`config.mk`:
```
export PLATFORM = sky130hd
export DESIGN_NAME = rv32im_mem_arbiter
export DESIGN_NICKNAME = d
export VERILOG_FILES = /design/src/rtl/rv32im_mem_arbiter.sv
export SDC_FILE = /design/constraint.sdc
export NUM_CORES = 1
export LEC_CHECK = 0
export CAP_MARGIN = 20
export CORE_ASPECT_RATIO = 1.25
export CORE_MARGIN = 1
export CORE_UTILIZATION = 41
export CTS_CLUSTER_DIAMETER = 30
export CTS_CLUSTER_SIZE = 16
export DETAILED_ROUTE_END_ITERATION = 16
export MAX_ROUTING_LAYER = met4
export PLACE_DENSITY = 0.87
export SYNTH_ARGS = -nofsm -noshare
export SYNTH_HDL_FRONTEND = slang
export SYNTH_SLANG_ARGS = --single-unit
```
`constraint.sdc`:
```
create_clock -name clk_i -period 6.4 [get_ports clk_i]
set_clock_uncertainty 0.05 [all_clocks]
set_input_delay 1.28 -clock clk_i [delete_from_list [all_inputs] [get_ports clk_i]]
set_output_delay 1.28 -clock clk_i [all_outputs]
set_load 0.005 [all_outputs]
```
`src/rtl/rv32im_mem_arbiter.sv`:
```
`default_nettype none
// ============================================================================
// Module      : rv32im_mem_arbiter
// Description : Shares one data-memory port between the IFU (read-only) and
//               the LSU (read/write with byte mask). One outstanding access,
//               ack-terminated, LSU priority with an IFU starvation guard.
// Revision    : 1.0 - initial release
// ============================================================================
module rv32im_mem_arbiter #(
    parameter int ADDR_WIDTH   = 32,
    parameter int DATA_WIDTH   = 32,
    parameter int STARVE_LIMIT = 4
) (
    input  logic                    clk_i,
    input  logic                    rst_i,
    // instruction fetch port
    input  logic                    ifu_req_i,
    input  logic [ADDR_WIDTH-1:0]   ifu_addr_i,
    output logic                    ifu_gnt_o,
    output logic                    ifu_rvalid_o,
    output logic [DATA_WIDTH-1:0]   ifu_rdata_o,
    // load/store port
    input  logic                    lsu_req_i,
    input  logic [ADDR_WIDTH-1:0]   lsu_addr_i,
    input  logic [DATA_WIDTH-1:0]   lsu_wdata_i,
    input  logic [DATA_WIDTH/8-1:0] lsu_wr_mask_i,
    output logic                    lsu_gnt_o,
    output logic                    lsu_rvalid_o,
    output logic [DATA_WIDTH-1:0]   lsu_rdata_o,
    // memory port
    output logic                    mem_en_o,
    output logic [ADDR_WIDTH-1:0]   mem_addr_o,
    output logic [DATA_WIDTH-1:0]   mem_wdata_o,
    output logic [DATA_WIDTH/8-1:0] mem_wr_mask_o,
    input  logic                    mem_ack_i,
    input  logic [DATA_WIDTH-1:0]   mem_rdata_i
);

    localparam int MASK_W = DATA_WIDTH / 8;
    localparam int CNT_W  = $clog2(STARVE_LIMIT + 1);
    localparam logic [CNT_W-1:0] STARVE_MAX = CNT_W'(STARVE_LIMIT);

    typedef enum logic [1:0] {
        IDLE     = 2'd0,
        BUSY_IFU = 2'd1,
        BUSY_LSU = 2'd2
    } state_e;

    state_e                  state_q, state_d;
    logic [CNT_W-1:0]        starve_cnt_q, starve_cnt_d;
    logic                    ifu_gnt_q, ifu_gnt_d;
    logic                    lsu_gnt_q, lsu_gnt_d;
    logic                    ifu_rvalid_q, ifu_rvalid_d;
    logic                    lsu_rvalid_q, lsu_rvalid_d;
    logic [DATA_WIDTH-1:0]   ifu_rdata_q, ifu_rdata_d;
    logic [DATA_WIDTH-1:0]   lsu_rdata_q, lsu_rdata_d;
    logic                    mem_en_q, mem_en_d;
    logic [ADDR_WIDTH-1:0]   mem_addr_q, mem_addr_d;
    logic [DATA_WIDTH-1:0]   mem_wdata_q, mem_wdata_d;
    logic [MASK_W-1:0]       mem_wr_mask_q, mem_wr_mask_d;

    logic                    lsu_wins;

    // LSU takes a contested slot unless the IFU has already lost STARVE_LIMIT times in a row
    assign lsu_wins = lsu_req_i && !(ifu_req_i && (starve_cnt_q == STARVE_MAX));

    // Next-state, arbitration and response capture
    always_comb begin
        state_d       = state_q;
        starve_cnt_d  = starve_cnt_q;
        ifu_gnt_d     = 1'b0;
        lsu_gnt_d     = 1'b0;
        ifu_rvalid_d  = 1'b0;
        lsu_rvalid_d  = 1'b0;
        ifu_rdata_d   = ifu_rdata_q;
        lsu_rdata_d   = lsu_rdata_q;
        mem_en_d      = mem_en_q;
        mem_addr_d    = mem_addr_q;
        mem_wdata_d   = mem_wdata_q;
        mem_wr_mask_d = mem_wr_mask_q;

        unique case (state_q)
            IDLE: begin
                if (lsu_wins) begin
                    state_d       = BUSY_LSU;
                    lsu_gnt_d     = 1'b1;
                    mem_en_d      = 1'b1;
                    mem_addr_d    = lsu_addr_i;
                    // a load drives no store data onto the bus
                    mem_wdata_d   = (lsu_wr_mask_i == '0) ? '0 : lsu_wdata_i;
                    mem_wr_mask_d = lsu_wr_mask_i;
                    if (ifu_req_i) begin
                        starve_cnt_d = (starve_cnt_q == STARVE_MAX) ? starve_cnt_q
                                                                    : starve_cnt_q + 1'b1;
                    end else begin
                        starve_cnt_d = '0;
                    end
                end else if (ifu_req_i) begin
                    state_d       = BUSY_IFU;
                    ifu_gnt_d     = 1'b1;
                    mem_en_d      = 1'b1;
                    mem_addr_d    = ifu_addr_i;
                    mem_wdata_d   = '0;
                    mem_wr_mask_d = '0;
                    starve_cnt_d  = '0;
                end
            end
            BUSY_IFU: begin
                if (mem_ack_i) begin
                    state_d       = IDLE;
                    ifu_rvalid_d  = 1'b1;
                    ifu_rdata_d   = mem_rdata_i;
                    mem_en_d      = 1'b0;
                    mem_wdata_d   = '0;
                    mem_wr_mask_d = '0;
                end
            end
            BUSY_LSU: begin
                if (mem_ack_i) begin
                    state_d      = IDLE;
                    lsu_rvalid_d = 1'b1;
                    // stores complete without touching the load data register
                    if (mem_wr_mask_q == '0) begin
                        lsu_rdata_d = mem_rdata_i;
                    end
                    mem_en_d      = 1'b0;
                    mem_wdata_d   = '0;
                    mem_wr_mask_d = '0;
                end
            end
            default: begin
                state_d = IDLE;
            end
        endcase
    end

    // State and output registers; reset abandons any in-flight access
    always_ff @(posedge clk_i or posedge rst_i) begin
        if (rst_i) begin
            state_q       <= IDLE;
            starve_cnt_q  <= '0;
            ifu_gnt_q     <= 1'b0;
            lsu_gnt_q     <= 1'b0;
            ifu_rvalid_q  <= 1'b0;
            lsu_rvalid_q  <= 1'b0;
            ifu_rdata_q   <= '0;
            lsu_rdata_q   <= '0;
            mem_en_q      <= 1'b0;
            mem_addr_q    <= '0;
            mem_wdata_q   <= '0;
            mem_wr_mask_q <= '0;
        end else begin
            state_q       <= state_d;
            starve_cnt_q  <= starve_cnt_d;
            ifu_gnt_q     <= ifu_gnt_d;
            lsu_gnt_q     <= lsu_gnt_d;
            ifu_rvalid_q  <= ifu_rvalid_d;
            lsu_rvalid_q  <= lsu_rvalid_d;
            ifu_rdata_q   <= ifu_rdata_d;
            lsu_rdata_q   <= lsu_rdata_d;
            mem_en_q      <= mem_en_d;
            mem_addr_q    <= mem_addr_d;
            mem_wdata_q   <= mem_wdata_d;
            mem_wr_mask_q <= mem_wr_mask_d;
        end
    end

    assign ifu_gnt_o     = ifu_gnt_q;
    assign lsu_gnt_o     = lsu_gnt_q;
    assign ifu_rvalid_o  = ifu_rvalid_q;
    assign lsu_rvalid_o  = lsu_rvalid_q;
    assign ifu_rdata_o   = ifu_rdata_q;
    assign lsu_rdata_o   = lsu_rdata_q;
    assign mem_en_o      = mem_en_q;
    assign mem_addr_o    = mem_addr_q;
    assign mem_wdata_o   = mem_wdata_q;
    assign mem_wr_mask_o = mem_wr_mask_q;

endmodule
`default_nettype wire

```
==> impl_metrics.csv, run 1 <==
group,metric,value,unit
floorplanning,die-area,0.0147,mm²
timing,hold_ws,449,ps
flow_run,drv_cap,0,
yosys,ys_ff_latch,142,
placement,gp_congestion,0.771,
yosys,syn_area_per_cell,13.0,µm²
global_route,antenna_found_initial,0,
global_route,grt_start_max_net_pins,87,
global_route,use_met3,5.53,%
detailed_routing,wire_per_inst,17.7,µm
power,power,4.26,mW
cells_and_area,antenna_cells,0,
power,powerDensity,460,mW/mm²
placement,pre_cts_ws,2520,ps
clocking,cts_tree,"done",
detailed_routing,via_per_inst,5.26,
power,p_leak,3.94,nW
timing,fin_crit,3170,ps
global_route,use_met1,24.6,%
status,status,"finished, final reports clean",
timing,hold_viol_final,0,
timing,drv_slew,0,
floorplanning,initial_core_util,42.1,%
timing,rsz0062_at_grt,"no",
worst_setup_path,critPathRequiredTime,6660,ps
floorplanning,die_w,109,µm
floorplanning,die_h,135,µm
worst_setup_path,cp_cell_sequence,"clkdlybuf4s50_1 > nand3_2 > and2_1 > buf_16 > o211ai_1",
detailed_routing,drt_iter0_markers,307,
clocking,clk_pin_slew_worst_paths,70,ps
worst_setup_path,cp_num_buf_inv,2,
cells_and_area,fin_util,66.8,%
worst_setup_path,crit_type,"in2reg",
detailed_routing,first_pass_iters,5,
detailed_routing,drc,0,
global_route,use_met2,37.7,%
timing,maxSlewHeadroom,48.1,%
cells_and_area,design_area,0.00927,mm²
yosys,synth_cell_types,33,
clocking,ctsHoldBuffers,0,
global_route,gr-usage-all-layers,22.2,%
yosys,ys_seq_area_share,60.9,%
clocking,postCtsSetupBuffers,0,
placement,io_buffers,273,
worst_setup_path,r2r_slack,4080,ps
clocking,cts-root-buf,"clkbuf_16",
global_route,gr-total-overflow,0,
cells_and_area,instances_no_fill,903,
floorplanning,pin_count,274,
worst_setup_path,cp-start-kind,"input port",
yosys,syn_area,0.00584,mm²
clocking,insertion_delay,410,ps
hold_path,hold_path.class,"reg2reg",
clocking,numClockSinks,142,
placement,place_area,0.00863,mm²
clocking,cts.repair.resized,0,
timing,worstMarginPinSlew,779,ps
placement,placed_cells,868,
detailed_routing,drtAntennaViolNets,0,
timing,worst_slack,3230,ps
timing,final-setup-viol-count,0,
detailed_routing,totalWireLength,16000,µm
timing,tns,0,ps
cells_and_area,areaGrowthSynthToFinish,58.9,%
global_route,grt_pass1_vias,4883,
clocking,clockBufferDepth,2,
global_route,grt_pass1_wl,24400,µm
placement,dp_hpwl,11300,µm
detailed_routing,vias,4752,
yosys,synth_fp_nets,591,
cells_and_area,drive_above_1_share,19.8,%
power,ir_drop,0.247,mV
clocking,htreeDepth,4,
global_route,busiest_layer,"met2",
timing,min_period_over_period,49.5,%
cells_and_area,nets,857,
yosys,synth.yosys.warnings,0,
worst_setup_path,cp_slowest_cell,"clkdlybuf4s50_1",
timing,fmax,315,MHz
floorplanning,rows,48,
worst_setup_path,endpoint_kind,"flop",
floorplanning,core,0.0139,mm²
worst_setup_path,arrival,3430,ps
yosys,synthCells,449,
worst_setup_path,cp_max_fo,35,
worst_setup_path,crit_family,"simple AND/OR/NAND/NOR gates",
worst_setup_path,cp_slowest_stage_delay,630,ps
clocking,cts_buffers,17,
==> synth_stat cells, drive strengths merged <==
master,number,share of area [%]
nor4b,1,0.15
a211o,1,0.15
nor2b,1,0.11
ha,5,1.1
inv,6,0.39
a21oi,1,0.086
nor3,1,0.086
o211ai,32,4.1
o21a,1,0.13
and3,2,0.30
nand4,32,3.4
mux2,66,13
a32o,1,0.17
o31ai,1,0.13
and2,3,0.34
nor2,4,0.26
a31o,1,0.15
clkbuf,16,1.0
dfrtp,142,61
nor4,3,0.58
buf,20,2.6
a22o,36,6.0
a21o,1,0.13
nand2,68,4.4
nand3,1,0.17
a21boi,1,0.13
o21ai,1,0.15
o2bb2ai,1,0.15
==> layout make-up <==
type                    instances  area, µm²
flip-flops and latches        142       3550
clock buffers                  17        425
multi-input cells             265       2050
well taps                     175        219
clock inverters                15        129
inverters                       6       27.5
repair buffers                283       2870
fillers                      1014       4600
==> metal layers <==
| layer | routed length [µm] | up-vias |
|---|---|---|
| li1 | - | 2165 |
| met1 | 6280 | 2314 |
| met2 | 8120 | 229 |
| met3 | 1120 | 44 |
| met4 | 479 | 0 |
| met5 | 0 | - |
==> layout by cell type (no fill, tap or decap), drive strengths merged, types with 2 or more instances in the layout <==
master	n
ha	5
nand4	32
dfrtp	142
clkbuf	17
o211ai	32
nor2	4
and2	3
mux2	66
a22o	36
nor4	3
and3	2
inv	12
buf	10
clkinvlp	2
clkinv	7
clkdlybuf4s50	273
nand2	68
==> cells by family (layout without fill, tap and decap cells) <==
family,Yosys count,count (layout),share of synthesized area [%]
buf+inv,42,321,3.99
flops,142,142,60.9
mux,66,66,12.7
fa+ha+maj,5,5,1.07
compound gates,78,78,11.5
simple gates,116,116,9.80
==> sequential cells by signal, indices dropped and copies added (netlist names) <==
| signal | cells |
|---|---|
| lsu_rvalid_o | 1 |
| lsu_gnt_o | 1 |
| ifu_rdata_o | 32 |
| ifu_gnt_o | 1 |
| state_q | 2 |
| mem_en_o | 1 |
| lsu_rdata_o | 32 |
| starve_cnt_q | 3 |
| mem_wr_mask_o | 4 |
| mem_addr_o | 32 |
| ifu_rvalid_o | 1 |
| mem_wdata_o | 32 |
==> where the power goes <==
part	internal [mW]	leakage, nW	switching [mW]
Combinational	1.14	1.90	0.693
Sequential	1.29	1.77	0.216
Clock	0.507	0.268	0.411
==> worst min-delay path: cells and delay by family (launching register included) <==
kind / cells / cell delay (ps)
flip-flops: 1 / 340
AO/OA/AOI/OAI: 1 / 70
AND/OR/NAND/NOR: 1 / 50
==> final timing paths <==
path                                  from         endpoint  depth (start not counted)
min in group asynchronous            rst_i   mem_addr_o[21]                          2
max reg2reg                starve_cnt_q[0]    mem_addr_o[2]                          6
max                              ifu_req_i    mem_addr_o[2]                          5
min                         mem_addr_o[12]   mem_addr_o[12]                          2
max in group asynchronous            rst_i  ifu_rdata_o[17]                          3
min reg2reg                 mem_addr_o[12]   mem_addr_o[12]                          2
Power figures use the tool's default switching activity.
==> run 2, diff against run 1 <==
clock period = 3.3 ns   (was 6.4 ns; I/O delays follow)
==> impl_metrics.csv, run 2 (same netlist as run 1, synthesis figures left out) <==
group,metric,value,unit
power,powerDensity,905,mW/mm²
detailed_routing,totalWireLength,16100,µm
worst_setup_path,endpoint_kind,"flop",
global_route,grt_pass1_wl,24800,µm
worst_setup_path,cp_cell_sequence,"clkdlybuf4s50_1 > nor2_1 > a211o_1 > buf_16 > a22o_2",
cells_and_area,instances_no_fill,905,
clocking,numClockSinks,142,
detailed_routing,drc,0,
cells_and_area,nets,859,
timing,worstMarginPinSlew,490,ps
timing,maxSlewHeadroom,67.0,%
timing,final-setup-viol-count,0,
power,ir_drop,0.554,mV
clocking,clockBufferDepth,2,
timing,tns,0,ps
placement,placed_cells,871,
clocking,cts.repair.resized,0,
worst_setup_path,arrival,2440,ps
placement,dp_hpwl,11500,µm
timing,fmax,456,MHz
worst_setup_path,cp-start-kind,"input port",
detailed_routing,vias,4739,
status,status,"finished, final reports clean",
worst_setup_path,path_depth,5,
detailed_routing,drtAntennaViolNets,0,
floorplanning,die_h,135,µm
worst_setup_path,cp_slowest_stage_delay,630,ps
clocking,clk_pin_slew_worst_paths,60,ps
cells_and_area,final_common_cell,"clkdlybuf4s50_1",
global_route,gr-usage-all-layers,22.8,%
timing,fin_crit,2200,ps
cells_and_area,fin_util,67.5,%
floorplanning,initial_core_util,42.1,%
clocking,htreeDepth,4,
detailed_routing,wire_per_inst,17.8,µm
worst_setup_path,cp_num_buf_inv,2,
floorplanning,die-area,0.0147,mm²
clocking,cts-root-buf,"clkbuf_16",
cells_and_area,antenna_cells,0,
placement,io_buffers,273,
cells_and_area,most-common-layout-cells,"clkdlybuf4s50_1 (273), dfrtp_1 (142), nand2_1 (68)",
floorplanning,rows,48,
worst_setup_path,critPathCapture,"mem_wdata_o[31]",
timing,drv_slew,0,
worst_setup_path,critPathRequiredTime,3540,ps
floorplanning,pin_count,274,
clocking,insertion_delay,400,ps
cells_and_area,design_area,0.00937,mm²
cells_and_area,seqCellArea,0.00355,mm²
clocking,cts_buffers,17,
flow_run,drv_cap,0,
cells_and_area,areaGrowthSynthToFinish,60.5,%
global_route,gr-total-overflow,0,
worst_setup_path,cp_max_fo,26,
global_route,grt_pass1_vias,4917,
timing,hold_viol_final,0,
cells_and_area,fill_cells,985,
floorplanning,core,0.0139,mm²
clocking,postCtsSetupBuffers,0,
global_route,grt_start_max_net_pins,66,
worst_setup_path,rr_startpoint,"state_q[0]",
worst_setup_path,cp_slowest_cell,"clkdlybuf4s50_1",
worst_setup_path,crit_family,"buffers and inverters",
worst_setup_path,crit_type,"in2reg",
clocking,cts_tree,"done",
hold_path,hold_path.class,"reg2reg",
detailed_routing,via_per_inst,5.24,
timing,rsz0062_at_grt,"no",
placement,place_area,0.00868,mm²
detailed_routing,first_pass_iters,4,
worst_setup_path,r2r_cells,7,
worst_setup_path,r2r-end,"mem_wdata_o[31]",
placement,gp_congestion,0.868,
global_route,antenna_found_initial,0,
detailed_routing,drt_iter0_markers,200,
power,p_leak,3.98,nW
timing,min_period_over_period,66.5,%
worst_setup_path,r2r_slack,1100,ps
worst_setup_path,cp-startpoint,"lsu_req_i",
cells_and_area,drive_above_1_share,20.0,%
timing,hold_ws,447,ps
cells_and_area,multi_input_area,0.00205,mm²
clocking,ctsHoldBuffers,0,
floorplanning,die_w,109,µm
-- run 2: changes by cell type in the layout (fill, tap and decap cells not counted), sizes merged --
cell	before	now
clkinv	7	3
buf	10	12
clkinvlp	2	3
bufinv	0	3
clkbuf	17	19
inv	12	10
-- run 2: metrics by stage --
stage	power (mW)	worst slack (ps)
after floorplan	4.50	813
after global placement	6.25	590
after detailed placement	6.43	493
after CTS	8.49	887
after global routing	8.99	956
final	8.48	1100
-- run 2: final cells by class --
type	instances	share of cell area (%)
Sequential cell	142	37.9
Multi-Input combinational cell	265	21.9
Clock buffer	19	4.84
Clock inverter	13	1.88
Tap cell	175	2.34
Inverter	6	0.281
Timing Repair Buffer	285	30.8
-- run 2: layer usage --
layer | global-route usage, % | wire [µm] | vias to the layer above
li1 | - | - | 2171
met1 | 25.1 | 6310 | 2289
met2 | 39.0 | 8180 | 237
met3 | 5.77 | 1070 | 42
met4 | 9.16 | 520 | 0
met5 | - | 0 | -
-- run 2: how the worst min path moves through the flow --
| stage | startpoint | endpoint | slack [ps] | cells after the start |
|---|---|---|---|---|
| after floorplan | mem_en_o | mem_en_o | 430 | 1 |
| after global placement | mem_addr_o[0] | mem_addr_o[0] | 430 | 2 |
| after detailed placement | mem_en_o | mem_en_o | 420 | 1 |
| after CTS | mem_addr_o[19] | mem_addr_o[19] | 450 | 2 |
| after global routing | mem_addr_o[25] | mem_addr_o[25] | 460 | 2 |
| final | mem_addr_o[19] | mem_addr_o[19] | 450 | 2 |
-- run 2: power by group --
group	internal (mW)	switching (mW)	total, mW
Sequential	2.50	0.413	2.92
Clock	1.25	0.770	2.02
Combinational	2.20	1.34	3.54
Total	5.95	2.52	8.48
-- run 2: worst reg2reg max path, cell delays in order (launching register included) --
cell,delay (ps)
dfrtp_1,390
inv_1,90
ha_1,220
buf_4,400
nand2_1,180
nor4_4,220
buf_4,360
a22o_2,220
==> run 3, diff against run 2 <==
CORE_UTILIZATION = 37   (was 41)
PLACE_DENSITY = 0.83   (was 0.87)
clock period = 1.9 ns   (was 3.3 ns; I/O delays follow)
==> impl_metrics.csv, run 3 (same netlist as run 1, synthesis figures left out) <==
group,metric,value,unit
detailed_routing,drtAntennaViolNets,0,
detailed_routing,vias,4898,
timing,maxSlewHeadroom,69.4,%
cells_and_area,most-common-layout-cells,"clkdlybuf4s50_1 (273), dfrtp_1 (142), nand2_1 (68)",
placement,io_buffers,273,
cells_and_area,multi_input_area,0.00211,mm²
floorplanning,die-area,0.0163,mm²
worst_setup_path,critPathRequiredTime,2150,ps
power,netSwitchingPower,4.65,mW
timing,tns,0,ps
timing,worst_slack,45.9,ps
placement,place_area,0.00891,mm²
detailed_routing,totalWireLength,16900,µm
global_route,antenna_found_initial,0,
clocking,clk_pin_slew_worst_paths,60,ps
global_route,busiest_layer,"met2",
cells_and_area,seqCellArea,0.00355,mm²
global_route,grt_start_max_net_pins,49,
detailed_routing,wire_per_inst,17.6,µm
global_route,use_met1,21.9,%
power,ir_drop,0.690,mV
floorplanning,die_w,114,µm
placement,dp_hpwl,12100,µm
global_route,use_met3,4.98,%
placement,gp_congestion,0.829,
worst_setup_path,cp_max_fo,7,
global_route,grt_pass1_wl,25200,µm
timing,fmax,539,MHz
flow_run,drv_cap,0,
timing,min_period_over_period,97.6,%
power,powerDensity,1610,mW/mm²
detailed_routing,drc,0,
worst_setup_path,arrival,2110,ps
worst_setup_path,cp_num_buf_inv,3,
power,pwr-share-clk,23.3,%
power,pwr-share-comb,44.5,%
cells_and_area,areaGrowthSynthToFinish,67.5,%
global_route,use_met2,37.1,%
detailed_routing,drt_iter0_markers,194,
timing,final-setup-viol-count,0,
floorplanning,die_h,142,µm
worst_setup_path,cp_slowest_cell,"dfrtp_1",
worst_setup_path,crit_family,"compound AO/OA/AOI/OAI gates",
clocking,ctsHoldBuffers,0,
floorplanning,initial_core_util,38.4,%
global_route,gr-usage-all-layers,20.7,%
worst_setup_path,cp-start-kind,"flop",
clocking,cts-root-buf,"clkbuf_16",
placement,pre_cts_ws,-72.3,ps
clocking,htreeDepth,4,
worst_setup_path,crit_type,"reg2reg",
power,internal_power,11.1,mW
clocking,clockBufferDepth,2,
cells_and_area,nets,880,
clocking,insertion_delay,410,ps
clocking,cts_tree,"done",
worst_setup_path,cp_slowest_stage_delay,390,ps
timing,hold_viol_final,0,
clocking,numClockSinks,142,
detailed_routing,first_pass_iters,4,
cells_and_area,antenna_cells,0,
hold_path,hold_path.class,"in2async",
timing,drv_slew,0,
floorplanning,pin_count,274,
timing,rsz0062_at_grt,"no",
timing,fin_crit,1850,ps
global_route,grt_pass1_vias,5056,
power,seqPwrFrac,32.3,%
floorplanning,rows,50,
cells_and_area,final_common_cell,"clkdlybuf4s50_1",
cells_and_area,drive_above_1_share,22.8,%
timing,worstMarginPinSlew,458,ps
status,status,"finished, final reports clean",
clocking,cts_buffers,17,
worst_setup_path,endpoint_kind,"flop",
floorplanning,core,0.0152,mm²
detailed_routing,via_per_inst,5.11,
cells_and_area,design_area,0.00977,mm²
cells_and_area,fill_cells,1138,
worst_setup_path,cp_cell_sequence,"inv_2 > ha_4 > buf_6 > nor2_2 > a211o_4 > clkbuf_16 > a22o_4",
global_route,gr-total-overflow,0,
power,swShare,29.5,%
power,p_leak,4.17,nW
run 3: changes by cell type in the layout (fill, tap and decap cells not counted), moves of 3 or more:
cell       before  now
a22o_2         29   24
a22o_4          0    5
buf_12          2    9
buf_4           8   17
buf_6           0    4
clkbuf_16      17   20
clkinv_4        2    5
run 3: what timing repair did:
| item | 4_1_cts | 5_1_grt |
|---|---|---|
| endpoints found under the setup margin | 0 | 34 |
| gates resized for setup | 0 | 12 |
| buffers inserted | 0 | 3 |
run 3: area by class of cell:
cell class | count | area share, %
multi-input cells | 265 | 21.6
clock inverters | 14 | 2.38
clock buffers | 18 | 4.39
flip-flops and latches | 142 | 36.4
repair buffers | 306 | 32.3
well taps | 208 | 2.66
inverters | 6 | 0.269
run 3: worst reg2reg max path: cells and delay by family (launching register included):
kind / cells / cell delay [ps]
buffers and inverters: 3 / 360
DFF: 1 / 390
adders and majority gates: 1 / 270
and+or+nand+nor: 1 / 40
AOI/OAI and AO/OA: 2 / 640
run 3: worst paths after layout:
kind,startpoint,endpoint,slack [ps],cells after the start
max in group asynchronous,rst_i,ifu_rdata_o[16],930,3
worst max register to register,state_q[0],mem_wdata_o[17],50,7
worst min register to register,mem_addr_o[21],mem_addr_o[21],440,2
min in group clk_i,mem_addr_o[21],mem_addr_o[21],440,2
worst max-delay path,state_q[0],mem_wdata_o[17],50,7
worst min-delay path,rst_i,ifu_rdata_o[0],290,2
run 3: metal layers:
layer  share of wire [%]  up-vias
li1                    -     2224
met1                  38     2396
met2                  54      249
met3                 6.7       29
met4                 1.9        0
met5                   0        -
run 3: per-stage QoR:
stage	hold WS, ps	power (mW)	std cells	utilization (%)
finish	294	15.8	959	64.3
global route	320	16.6	959	64.3
CTS	291	15.2	950	63.0
detailed placement	423	11.5	918	58.6
global placement	425	11.2	918	58.6
floorplan	429	7.82	449	-
run 3: power by group through the flow:
stage          clock, mW  sequential (mW)  combinational, mW
4_1_cts             3.76             5.08               6.39
5_1_grt             3.89             5.22               7.51
2_1_floorplan          0             5.12               2.70
3_5_place_dp           0             5.11               6.38
6_report            3.67             5.09               7.02
3_3_place_gp           0             5.04               6.16
